<file path="src/rtl/s_instr.sv">
// ----------------------------------------------------------------------------
// s_instr
// Registered decoder for RV32 S-type (store) instructions. It splits the
// instruction word into its S-type fields, rebuilds the sign-extended store
// immediate, and classifies the access size and byte mask. Outputs appear
// one cycle after a valid word is sampled. When in_valid is low, only
// out_valid drops and every other output keeps its last decode.
//
// Parameters
//   XLEN        width of the sign-extended immediate imm_s (>= 13)
//
// Ports
//   clk         rising-edge clock
//   rst_n       asynchronous active-low reset; clears every output
//   in_valid    instr_word is valid this cycle
//   instr_word  RV32 instruction word
//   out_valid   outputs hold the decode of a valid input
//   imm_S_MSB   instr_word[31:25]
//   rs2         instr_word[24:20]
//   rs1         instr_word[19:15]
//   imm_S_LSB   instr_word[11:7]
//   funct3      instr_word[14:12]
//   imm_s       {imm_S_MSB, imm_S_LSB} sign-extended to XLEN
//   is_store    opcode is STORE (7'b0100011)
//   store_size  00 byte, 01 half, 10 word, 11 invalid / not a store
//   byte_mask   unaligned base mask: 0001, 0011, 1111, or 0000
//   illegal     store opcode with an unsupported funct3
// ----------------------------------------------------------------------------
module s_instr #(
  parameter int XLEN = 32
) (
  input  logic            clk,
  input  logic            rst_n,
  input  logic            in_valid,
  input  logic [31:0]     instr_word,
  output logic            out_valid,
  output logic [6:0]      imm_S_MSB,
  output logic [4:0]      rs2,
  output logic [4:0]      rs1,
  output logic [4:0]      imm_S_LSB,
  output logic [2:0]      funct3,
  output logic [XLEN-1:0] imm_s,
  output logic            is_store,
  output logic [1:0]      store_size,
  output logic [3:0]      byte_mask,
  output logic            illegal
);

  localparam logic [6:0] OPC_STORE = 7'b0100011;

  logic [11:0]     imm12;
  logic [XLEN-1:0] imm_ext;
  logic            store_d;
  logic [1:0]      size_d;
  logic [3:0]      mask_d;
  logic            illegal_d;

  assign imm12   = {instr_word[31:25], instr_word[11:7]};
  assign imm_ext = {{(XLEN-12){imm12[11]}}, imm12};
  assign store_d = (instr_word[6:0] == OPC_STORE);

  // Non-store opcodes decode as "invalid size, no lanes" but are not flagged
  // illegal; illegal is reserved for malformed stores.
  always_comb begin
    size_d    = 2'b11;
    mask_d    = 4'b0000;
    illegal_d = 1'b0;
    if (store_d) begin
      unique case (instr_word[14:12])
        3'b000: begin
          size_d = 2'b00;
          mask_d = 4'b0001;
        end
        3'b001: begin
          size_d = 2'b01;
          mask_d = 4'b0011;
        end
        3'b010: begin
          size_d = 2'b10;
          mask_d = 4'b1111;
        end
        default: illegal_d = 1'b1;
      endcase
    end
  end

  always_ff @(posedge clk or negedge rst_n) begin
    if (!rst_n) begin
      out_valid  <= 1'b0;
      imm_S_MSB  <= '0;
      rs2        <= '0;
      rs1        <= '0;
      imm_S_LSB  <= '0;
      funct3     <= '0;
      imm_s      <= '0;
      is_store   <= 1'b0;
      store_size <= '0;
      byte_mask  <= '0;
      illegal    <= 1'b0;
    end else begin
      out_valid <= in_valid;
      if (in_valid) begin
        imm_S_MSB  <= instr_word[31:25];
        rs2        <= instr_word[24:20];
        rs1        <= instr_word[19:15];
        imm_S_LSB  <= instr_word[11:7];
        funct3     <= instr_word[14:12];
        imm_s      <= imm_ext;
        is_store   <= store_d;
        store_size <= size_d;
        byte_mask  <= mask_d;
        illegal    <= illegal_d;
      end
    end
  end

endmodule

</file>
<file path="config.mk">
export PLATFORM = sky130hd
export DESIGN_NAME = s_instr
export DESIGN_NICKNAME = d
export VERILOG_FILES = /design/src/rtl/s_instr.sv
export SDC_FILE = /design/constraint.sdc
export NUM_CORES = 1
export LEC_CHECK = 0
export BUFFER_PORTS_ARGS = -buffer_cell sky130_fd_sc_hd__buf_2
export CAP_MARGIN = 30
export CORE_MARGIN = 3
export CORE_UTILIZATION = 41
export CTS_CLUSTER_DIAMETER = 200
export CTS_CLUSTER_SIZE = 12
export DETAILED_ROUTE_END_ITERATION = 12
export GPL_ROUTABILITY_DRIVEN = 1
export HOLD_SLACK_MARGIN = 0.02
export PLACE_DENSITY = 0.75
export SYNTH_ARGS = -nofsm -noshare
export SYNTH_HDL_FRONTEND = slang
export SYNTH_SLANG_ARGS = --single-unit
</file>
<file path="constraint.sdc">
create_clock -name clk -period 1.4 [get_ports clk]
set_input_delay 0.21 -clock clk [delete_from_list [all_inputs] [get_ports clk]]
set_output_delay 0.21 -clock clk [all_outputs]
set_load 0.1 [all_outputs]
</file>
After elaboration in Yosys (flattened, before gate mapping)

Cells that the tools add are included.
Widths: inputs -> output; s select.

Muxes and demuxes: 6
Equal/unequal tests: 3
Reductions and logical operators: 2

Operators with widths:

| cell               | number |
|---|---|
| $pmux 4 s3         | 1 |
| $eq 7x6->1 const B | 1 |
| $pmux 2 s3         | 1 |
| $mux 4             | 1 |
| $eq 3x1->1 const B | 1 |
| $eq 3x2->1 const B | 1 |
| $logic_not 3->1    | 1 |
| $reduce_or 3->1    | 1 |
| $mux 1             | 2 |
| $mux 2             | 1 |

Flip-flop bits (word level): 46
Output and inout port bits: 66
Logic and storage cells: 22
Input port bits: 35

Longest topological paths before layout

Gate-level depths: netlist of the first run.

Word-level depth: 4
Mapped depth: 4
Mapped depth without buffers: 2

Least setup slack after synthesis of the first run

Ideal clock, no wire load.

Path type: reg-to-output
From: register, netlist name imm_S_MSB[6]
To: output port imm_s[11]
Required time: 1190 ps
Cell stages (with the launch flop): 2
Data arrival time: 1669 ps
Setup slack: -479 ps
Path buffers: 1
Cells stage by stage: dfrtp_1 buf_4

RTL lines:

| item          | RTL line | source |
|---|---|---|
| end, declared | 42       | `output logic [XLEN-1:0] imm_s,` |

==> results of run 1 <==
-- cell type report --
class | count | share of cell area [%]
multi-input combinational | 45 | 18.3
clock buffer | 8 | 3.84
sequential | 33 | 36.0
inverter | 2 | 0.320
timing repair buffer | 108 | 39.1
tap | 46 | 2.45
-- cells by family (layout without fill, tap and decap cells) --
logic type	Yosys count	count (layout)	share of synthesized area, %
XOR/XNOR	1	1	0.572
AND/OR/NAND/NOR	11	11	4.91
multiplexers	25	25	18.4
AO/OA/AOI/OAI	8	8	4.25
buffers and inverters	39	118	17.9
flip-flops	33	33	54.0
-- where the power goes --
part           internal, mW  leakage (nW)  switching [mW]  total [mW]
Sequential             1.04         0.378          0.0429        1.08
Combinational         0.448         0.716            1.47        1.92
Clock                 0.400        0.0455           0.304       0.704
Total                  1.88          1.14            1.81        3.70
-- Yosys cell counts (all sizes together) --
| cell type | n |
|---|---|
| buf | 36 |
| dfrtp | 33 |
| mux2 | 25 |
| nor2 | 4 |
| nand2b | 3 |
| a31oi | 2 |
| inv | 2 |
| o41ai | 2 |
| a21o | 1 |
| a22o | 1 |
| a32o | 1 |
| and4b | 1 |
| clkbuf | 1 |
| nand4b | 1 |
| nor4b | 1 |
| o32ai | 1 |
| or4b | 1 |
| xnor2 | 1 |
-- flip-flops by register name, indices dropped and copies added (netlist names) --
name        flops
out_valid       1
imm_S_LSB       4
imm_S_MSB       7
rs2             5
illegal         1
rs1             5
imm_s           1
is_store        1
funct3          3
store_size      2
byte_mask       3
-- worst min path at each step --
| stage | startpoint | endpoint | slack, ps | cells after the start |
|---|---|---|---|---|
| final | instr_word[11] | imm_s[4] | 150 | 2 |
| after global routing | instr_word[23] | rs2[3] | 140 | 2 |
| after CTS | instr_word[15] | rs1[0] | 140 | 2 |
| after detailed placement | rst_n | imm_S_LSB[1] | 100 | 1 |
| after global placement | rst_n | rs1[0] | 100 | 1 |
| after floorplan | rst_n | byte_mask[0] | -90 | 0 |
-- layer usage --
layer	wire length [um]	global-route usage [%]	vias to the layer above
met1	1190	17.6	523
met5	0	0	-
met4	30	4.81	0
li1	-	-	526
met3	231	5.56	5
met2	1930	27.5	42
-- per-stage QoR --
step | worst slack [ps] | util, %
after detailed placement | -0.997 | 64.6
after global routing | 5.18 | 67.7
after global placement | 95.1 | 64.6
after CTS | 14.8 | 67.5
final | 45.7 | 67.7
after floorplan | 120 | -
-- repair_timing --
action / in CTS / in global routing
setup endpoints to repair: 0 / 12
endpoints found under the hold margin: 12 / 0
buffers inserted: 0 / 1
hold buffers: 1 / 0
==> out/metrics.yaml, run 1 <==
layout:
  nFillCells: 295
  fin_nets: 230
  drive_gt1_share_pct: 74.0
  final_area_um2: 2350
  seqCellArea_um2: 845
  antennaDiodeCount: 0
  final_cell_mix: "buf_2, buf_12, dfrtp_1"
  syn_to_final_growth_pct: 53.5
  fin_cells: 242
  layout_commonest_cell: "buf_2"
  multi_input_area_um2: 430
synth:
  yosysTopAreaCell: "dfrtp_1"
  synth_top_area_share_pct: 54.0
  ys_seq_area_share_pct: 54.0
  synth-seq-cells: 33
  yosysWarnings: 0
  synthDistinctLibCells: 20
  avgSynthCellArea_um2: 13.1
  synth_fp_nets: 152
  synthTopCellsByArea: "dfrtp_1, buf_4, mux2_2"
  synth_area_um2: 1530
  synth_cells: 117
worst_setup_path:
  critPathBufInv: 2
  cp_num_cells: 2
  setup.worst_path.start: "imm_S_MSB[6]"
  crit_end: "imm_s[26]"
  path_common_cell: "buf_12"
  start_kind: "register"
  crit_chain: "buf_12, buf_12"
  max_stage_delay_ps: 510
  rr_endpoint: "imm_S_MSB[6]"
  reg2reg_depth: 1
  critPathKind: "reg -> out"
  crit_slowest_cell: "dfrtp_4"
  worstSetupEndpointType: "output pin"
  crit_required_ps: 1190
  critPathMaxFanout: 12
  worstReg2RegStart: "imm_S_MSB[6]"
  critPathArrivalTime_ps: 1140
  path_delay_family: "flip-flops"
  rrSetupSlack_ps: 500
routing:
  wirelength_um: 3380
  routed_via_density: 4.53
  drc: 0
  firstDrtPassIters: 2
  vias: 1096
  post_drt_wl_per_cell_um: 14.0
  drt_iter0_markers: 50
  ant_nets: 0
floorplan:
  die_w_um: 67.1
  start_util_pct: 44.1
  die_h_um: 67.1
  core_area_um2: 3470
  die_area_um2: 4500
  io_pins: 101
  row_count: 21
timing:
  slew_headroom_pct: 66.8
  period_needed_ps: 1350
  skew_ps: 0
  timing.hold.ws_ps: 149
  timing.fmax_ghz: 0.738
  setup_tns_ps: 0
  tightest_slew_ps: 501
  maxSlewViolCount: 0
  rsz0062_at_grt: "no"
  hold_violations: 0
  setup_viol: 0
  finalCritPeriodShare_pct: 96.7
grt:
  grt_pass1_wl_um: 5220
  grt_pass1_vias: 1074
  grt_antenna_before_repair: 0
  grt_max_degree: 22
  grt_use_total_pct: 15.7
  overflow: 0
job:
  drv_cap: 0
clocking:
  cts.sinks: 33
  cts_root_buffer: "clkbuf_8"
  clkTransAtPathRegs_ps: 60
  cts_resized: 0
  numCtsBuffers: 5
  tritoncts: "yes"
  insertion_delay_ps: 270
  ctsHtreeMaxLevel: 2
  clock_path_buffers: 2
placement:
  gp_congestion: 0.714
  placed_area_um2: 2240
  dpl.hpwl_um: 2780
  dpl.cell_count: 232
  io_buffers: 100
power:
  total_power_mw: 3.70
  power.leakage_nw: 1.14
  p_per_area_nw_per_um2: 1570
  irDropWorstVdd_mv: 0.835
outcome:
  status: "complete, no violations"
worst_hold_path:
  min-delay-path-class: "in -> reg"
(Power assumes the default switching activity.)
==> run 2: changes to the inputs <==
- CORE_UTILIZATION: 41 -> 30
- PLACE_DENSITY: 0.75 -> 0.57
==> out/metrics.yaml, run 2 (synthesis gave the netlist of run 1 again) <==
worst_setup_path:
  worstSetupEndpointType: "output pin"
  critPathMaxFanout: 8
  critPathArrivalTime_ps: 1150
  start_kind: "register"
  rr_endpoint: "imm_S_MSB[6]"
  reg2reg_depth: 1
  worstReg2RegStart: "imm_S_MSB[6]"
  crit_end: "imm_s[20]"
  setup.worst_path.start: "imm_S_MSB[6]"
  rrSetupSlack_ps: 480
  crit_required_ps: 1190
  critPathKind: "reg -> out"
timing:
  slew_headroom_pct: 66.6
  period_needed_ps: 1360
  setup_tns_ps: 0
  maxSlewViolCount: 0
  tightest_slew_ps: 505
  timing.fmax_ghz: 0.736
  setup_viol: 0
  hold_violations: 0
  setup_slack_ps: 41.6
  finalCritPeriodShare_pct: 97.0
  timing.hold.ws_ps: 147
  skew_ps: 0
  rsz0062_at_grt: "yes"
layout:
  fin_nets: 233
  final_area_um2: 2410
  largest_reg_flops: 7
  syn_to_final_growth_pct: 57.5
  utilization_pct: 50.0
  layout_commonest_cell: "buf_2"
  final_cell_mix: "buf_2, buf_12, dfrtp_1"
  top_regs: "imm_S_MSB: 7 flops, rs1: 5 flops, rs2: 5 flops"
  nFillCells: 442
  fin_cells: 266
  drive_gt1_share_pct: 74.4
  antennaDiodeCount: 0
  regMostFlops: "imm_S_MSB"
job:
  drv_cap: 0
placement:
  gp_congestion: 0.694
  dpl.cell_count: 255
  io_buffers: 100
  dpl.hpwl_um: 2740
  placed_area_um2: 2290
  dp_worst_setup_slack_ps: 18.0
grt:
  overflow: 0
  grt_pass1_wl_um: 5510
  grt_max_degree: 21
  grt_use_total_pct: 11.5
  grt_antenna_before_repair: 0
  grt_pass1_vias: 1078
routing:
  wirelength_um: 3430
  routed_via_density: 4.16
  post_drt_wl_per_cell_um: 12.9
  vias: 1107
  firstDrtPassIters: 3
  drc: 0
  drt_iter0_markers: 35
  ant_nets: 0
floorplan:
  io_pins: 101
  start_util_pct: 31.8
  die_area_um2: 5990
  row_count: 25
  die_w_um: 77.4
  core_area_um2: 4820
  die_h_um: 77.4
power:
  p_per_area_nw_per_um2: 1550
  power.leakage_nw: 1.16
  total_power_mw: 3.73
  irDropWorstVdd_mv: 0.784
clocking:
  cts.sinks: 33
  insertion_delay_ps: 270
  tritoncts: "yes"
  clock_path_buffers: 2
  cts_resized: 0
  cts_root_buffer: "clkbuf_8"
  ctsHtreeMaxLevel: 2
  numCtsBuffers: 5
  clkTransAtPathRegs_ps: 70
worst_hold_path:
  whs_path_depth: 2
  min_from: "instr_word[23]"
  min-delay-path-class: "in -> reg"
outcome:
  status: "complete, no violations"
[run 2: changes by cell type in the layout (fill, tap and decap cells not counted), sizes merged]
cell  previous run  this run
buf            107       110
[run 2: worst min-delay path by stage]
stage	slack (ps)	end
after floorplan	-90	byte_mask[0]
after global placement	180	funct3[0]
after detailed placement	180	byte_mask[0]
after CTS	140	rs1[0]
after global routing	140	rs1[4]
final	150	rs2[3]
[run 2: repair_timing]
action,CTS,global route
setup endpoints to repair,8,8
hold buffers,1,0
buffers inserted,2,0
endpoints found under the hold margin,18,0
pin swaps,0,0
[run 2: layout make-up]
type / instances / area [um2] / area share (%)
clock buffers: 8 / 90.1 / 3.74
well taps: 67 / 83.8 / 3.48
multi-input cells: 45 / 430 / 17.9
flip-flops and latches: 33 / 845 / 35.0
inverters: 2 / 7.51 / 0.312
repair buffers: 111 / 953 / 39.6
[run 2: per-layer routing]
| layer | wire length (um) | vias up | global-route usage (%) |
|---|---|---|---|
| met4 | 0 | 0 | 2.67 |
| met1 | 1340 | 536 | 14.4 |
| li1 | - | 530 | - |
| met2 | 1850 | 41 | 19.0 |
| met3 | 233 | 0 | 4.18 |
| met5 | 0 | - | 0 |
[run 2: critical path, stage by stage, from the launching register on]
cell and delay (ps):
dfrtp_4 530, buf_12 180, buf_12 160
[run 2: report_power, final]
| group | total [mW] | switching (mW) | internal, mW |
|---|---|---|---|
| clock network | 0.720 | 0.319 | 0.401 |
| logic | 1.93 | 1.47 | 0.466 |
| registers | 1.08 | 0.0447 | 1.04 |
==> run 3: changes to the inputs <==
- ABC_AREA: default -> 1
- PLACE_DENSITY: 0.57 -> 0.55
==> out/metrics.yaml, run 3 <==
outcome:
  status: "complete, no violations"
timing:
  setup_tns_ps: 0
  rsz0062_at_grt: "no"
  maxSlewViolCount: 0
  tightest_slew_ps: 505
  period_needed_ps: 1350
  finalCritPeriodShare_pct: 96.6
  setup_slack_ps: 48.0
  hold_violations: 0
  slew_headroom_pct: 66.6
  skew_ps: 0
  setup_viol: 0
  timing.fmax_ghz: 0.740
layout:
  top_regs: "imm_S_MSB: 7 flops, rs1: 5 flops, rs2: 5 flops"
  largest_reg_flops: 7
  drive_gt1_share_pct: 53.4
  fin_nets: 298
  nFillCells: 497
  layout_commonest_cell: "nand2_1"
  final_cell_mix: "nand2_1, buf_2, buf_12"
  syn_to_final_growth_pct: 50.5
  antennaDiodeCount: 0
  regMostFlops: "imm_S_MSB"
clocking:
  clkTransAtPathRegs_ps: 70
  cts_resized: 0
  numCtsBuffers: 5
  cts_root_buffer: "clkbuf_8"
  cts.sinks: 33
  clock_path_buffers: 2
  insertion_delay_ps: 270
  tritoncts: "yes"
  ctsHtreeMaxLevel: 2
  post-cts-setup-buffers: 0
synth:
  ys_seq_area_share_pct: 50.6
  muxShareOfSynthArea_pct: 0
  synth_area_um2: 1630
  synth_top_family_by_area: "simple AND/OR/NAND/NOR gates"
  synth_fp_nets: 223
  synth-seq-cells: 33
  synth_cells: 188
  async_reset_ff_share_pct: 100
  yosysWarnings: 0
  synth_top_area_share_pct: 50.6
  synthTopCellsByCount: "nand2_1, buf_4, dfrtp_1"
  synthTopCellsByArea: "dfrtp_1, nand2_1, buf_4"
  synth_fa_ha_area_share_pct: 0
  yosysTopAreaCell: "dfrtp_1"
  avgSynthCellArea_um2: 8.68
  synth_simple_gate_area_share_pct: 27.4
  synthDistinctLibCells: 16
  synth_xor_area_share_pct: 0
  ys.flop_type: "dfrtp_1"
  synth_compound_area_share_pct: 1.15
  synth_edf_count: 0
  synthMostInstantiatedCell: "nand2_1"
worst_setup_path:
  max_stage_delay_ps: 420
  rr_endpoint: "imm_S_MSB[6]"
  critPathMaxFanout: 18
  reg2reg_depth: 3
  critPathKind: "reg -> out"
  worstReg2RegStart: "imm_S_MSB[6]"
  worstSetupEndpointType: "output pin"
  crit_required_ps: 1190
  crit_slowest_cell: "dfrtp_4"
  rrSetupSlack_ps: 510
  path_common_cell: "buf_12"
  critPathArrivalTime_ps: 1140
  start_kind: "register"
  crit_chain: "buf_12, buf_12"
routing:
  drc: 0
  firstDrtPassIters: 6
  routed_via_density: 4.04
  ant_nets: 0
  drt_iter0_markers: 44
  post_drt_wl_per_cell_um: 11.3
  wirelength_um: 3770
  vias: 1348
grt:
  overflow: 0
  grt_use_total_pct: 12.1
  grt_max_degree: 20
  grt_pass1_vias: 1248
  grt_pass1_wl_um: 6020
  grt_antenna_before_repair: 0
power:
  p_per_area_nw_per_um2: 1520
  power.leakage_nw: 1.36
  irDropWorstVdd_mv: 0.568
floorplan:
  die_w_um: 79.7
  core_area_um2: 5170
  io_pins: 101
  start_util_pct: 31.5
  die_h_um: 79.7
  die_area_um2: 6360
  row_count: 26
placement:
  io_buffers: 100
  dpl.hpwl_um: 2920
  dp_worst_setup_slack_ps: 316
  gp_congestion: 0.690
worst_hold_path:
  whs_path_depth: 3
  min-delay-path-class: "in -> reg"
  min_from: "instr_word[26]"
  hold_end: "imm_S_MSB[1]"
job:
  drv_cap: 0
[run 3: kinds of logic (layout without fill, tap and decap cells)]
kind of cell / Yosys count / in the layout
simple gates: 105 / 105
buf+inv: 47 / 123
flops: 33 / 33
compound gates: 3 / 3
[run 3: layer usage]
layer	global-route usage, %	part of all wire [%]
met1	16.3	45
met2	18.3	44
met3	4.51	11
met4	3.55	0.77
met5	0	0
[run 3: cell type report]
type                    count  area (um2)  area share, %
well taps                  70        87.6           3.57
clock buffers               7        86.3           3.52
flip-flops and latches     33         845           34.4
clock inverters             1        30.0           1.22
repair buffers            107         911           37.1
multi-input cells         108         465           19.0
inverters                   8        30.0           1.22
[run 3: where the power goes]
part	leakage, nW	total [mW]	switching, mW	internal (mW)
clock network	0.0585	0.907	0.327	0.580
registers	0.392	1.07	0.0413	1.03
logic	0.911	1.75	1.37	0.378
total	1.36	3.73	1.74	1.99
[run 3: how the worst max path moves through the flow]
stage | startpoint | to | slack [ps] | cells after the start
final | imm_S_MSB[6] | imm_S_MSB[6] | 50 | 2
after global routing | imm_S_MSB[6] | imm_S_MSB[6] | 7 | 2
after CTS | imm_S_MSB[6] | imm_s[30] | 30 | 2
after detailed placement | in_valid | rs1[2] | 320 | 4
after global placement | in_valid | imm_S_MSB[3] | 340 | 4
after floorplan | imm_S_MSB[6] | imm_s[11] | 130 | 1
[run 3: what timing repair did]
item / 4_1_cts / 5_1_grt
hold buffers: 1 / 0
setup endpoints to repair: 0 / 0
hold endpoints to repair: 15 / 0
[run 3: stage by stage]
step	hold WS (ps)	instances	area [um2]	power (mW)	util, %
after detailed placement	161	325	2330	2.85	45.0
after global placement	165	325	2330	2.84	45.0
after global routing	126	334	2450	3.87	47.5
final	128	334	2450	3.73	47.5
after CTS	118	334	2450	3.77	47.5
after floorplan	-85.6	188	1650	2.48	-
[run 3: worst max-delay path, delay by kind of cell (launching register included)]
kind	cells	cell delay, ps
DFF	1	420
buffers and inverters	2	440
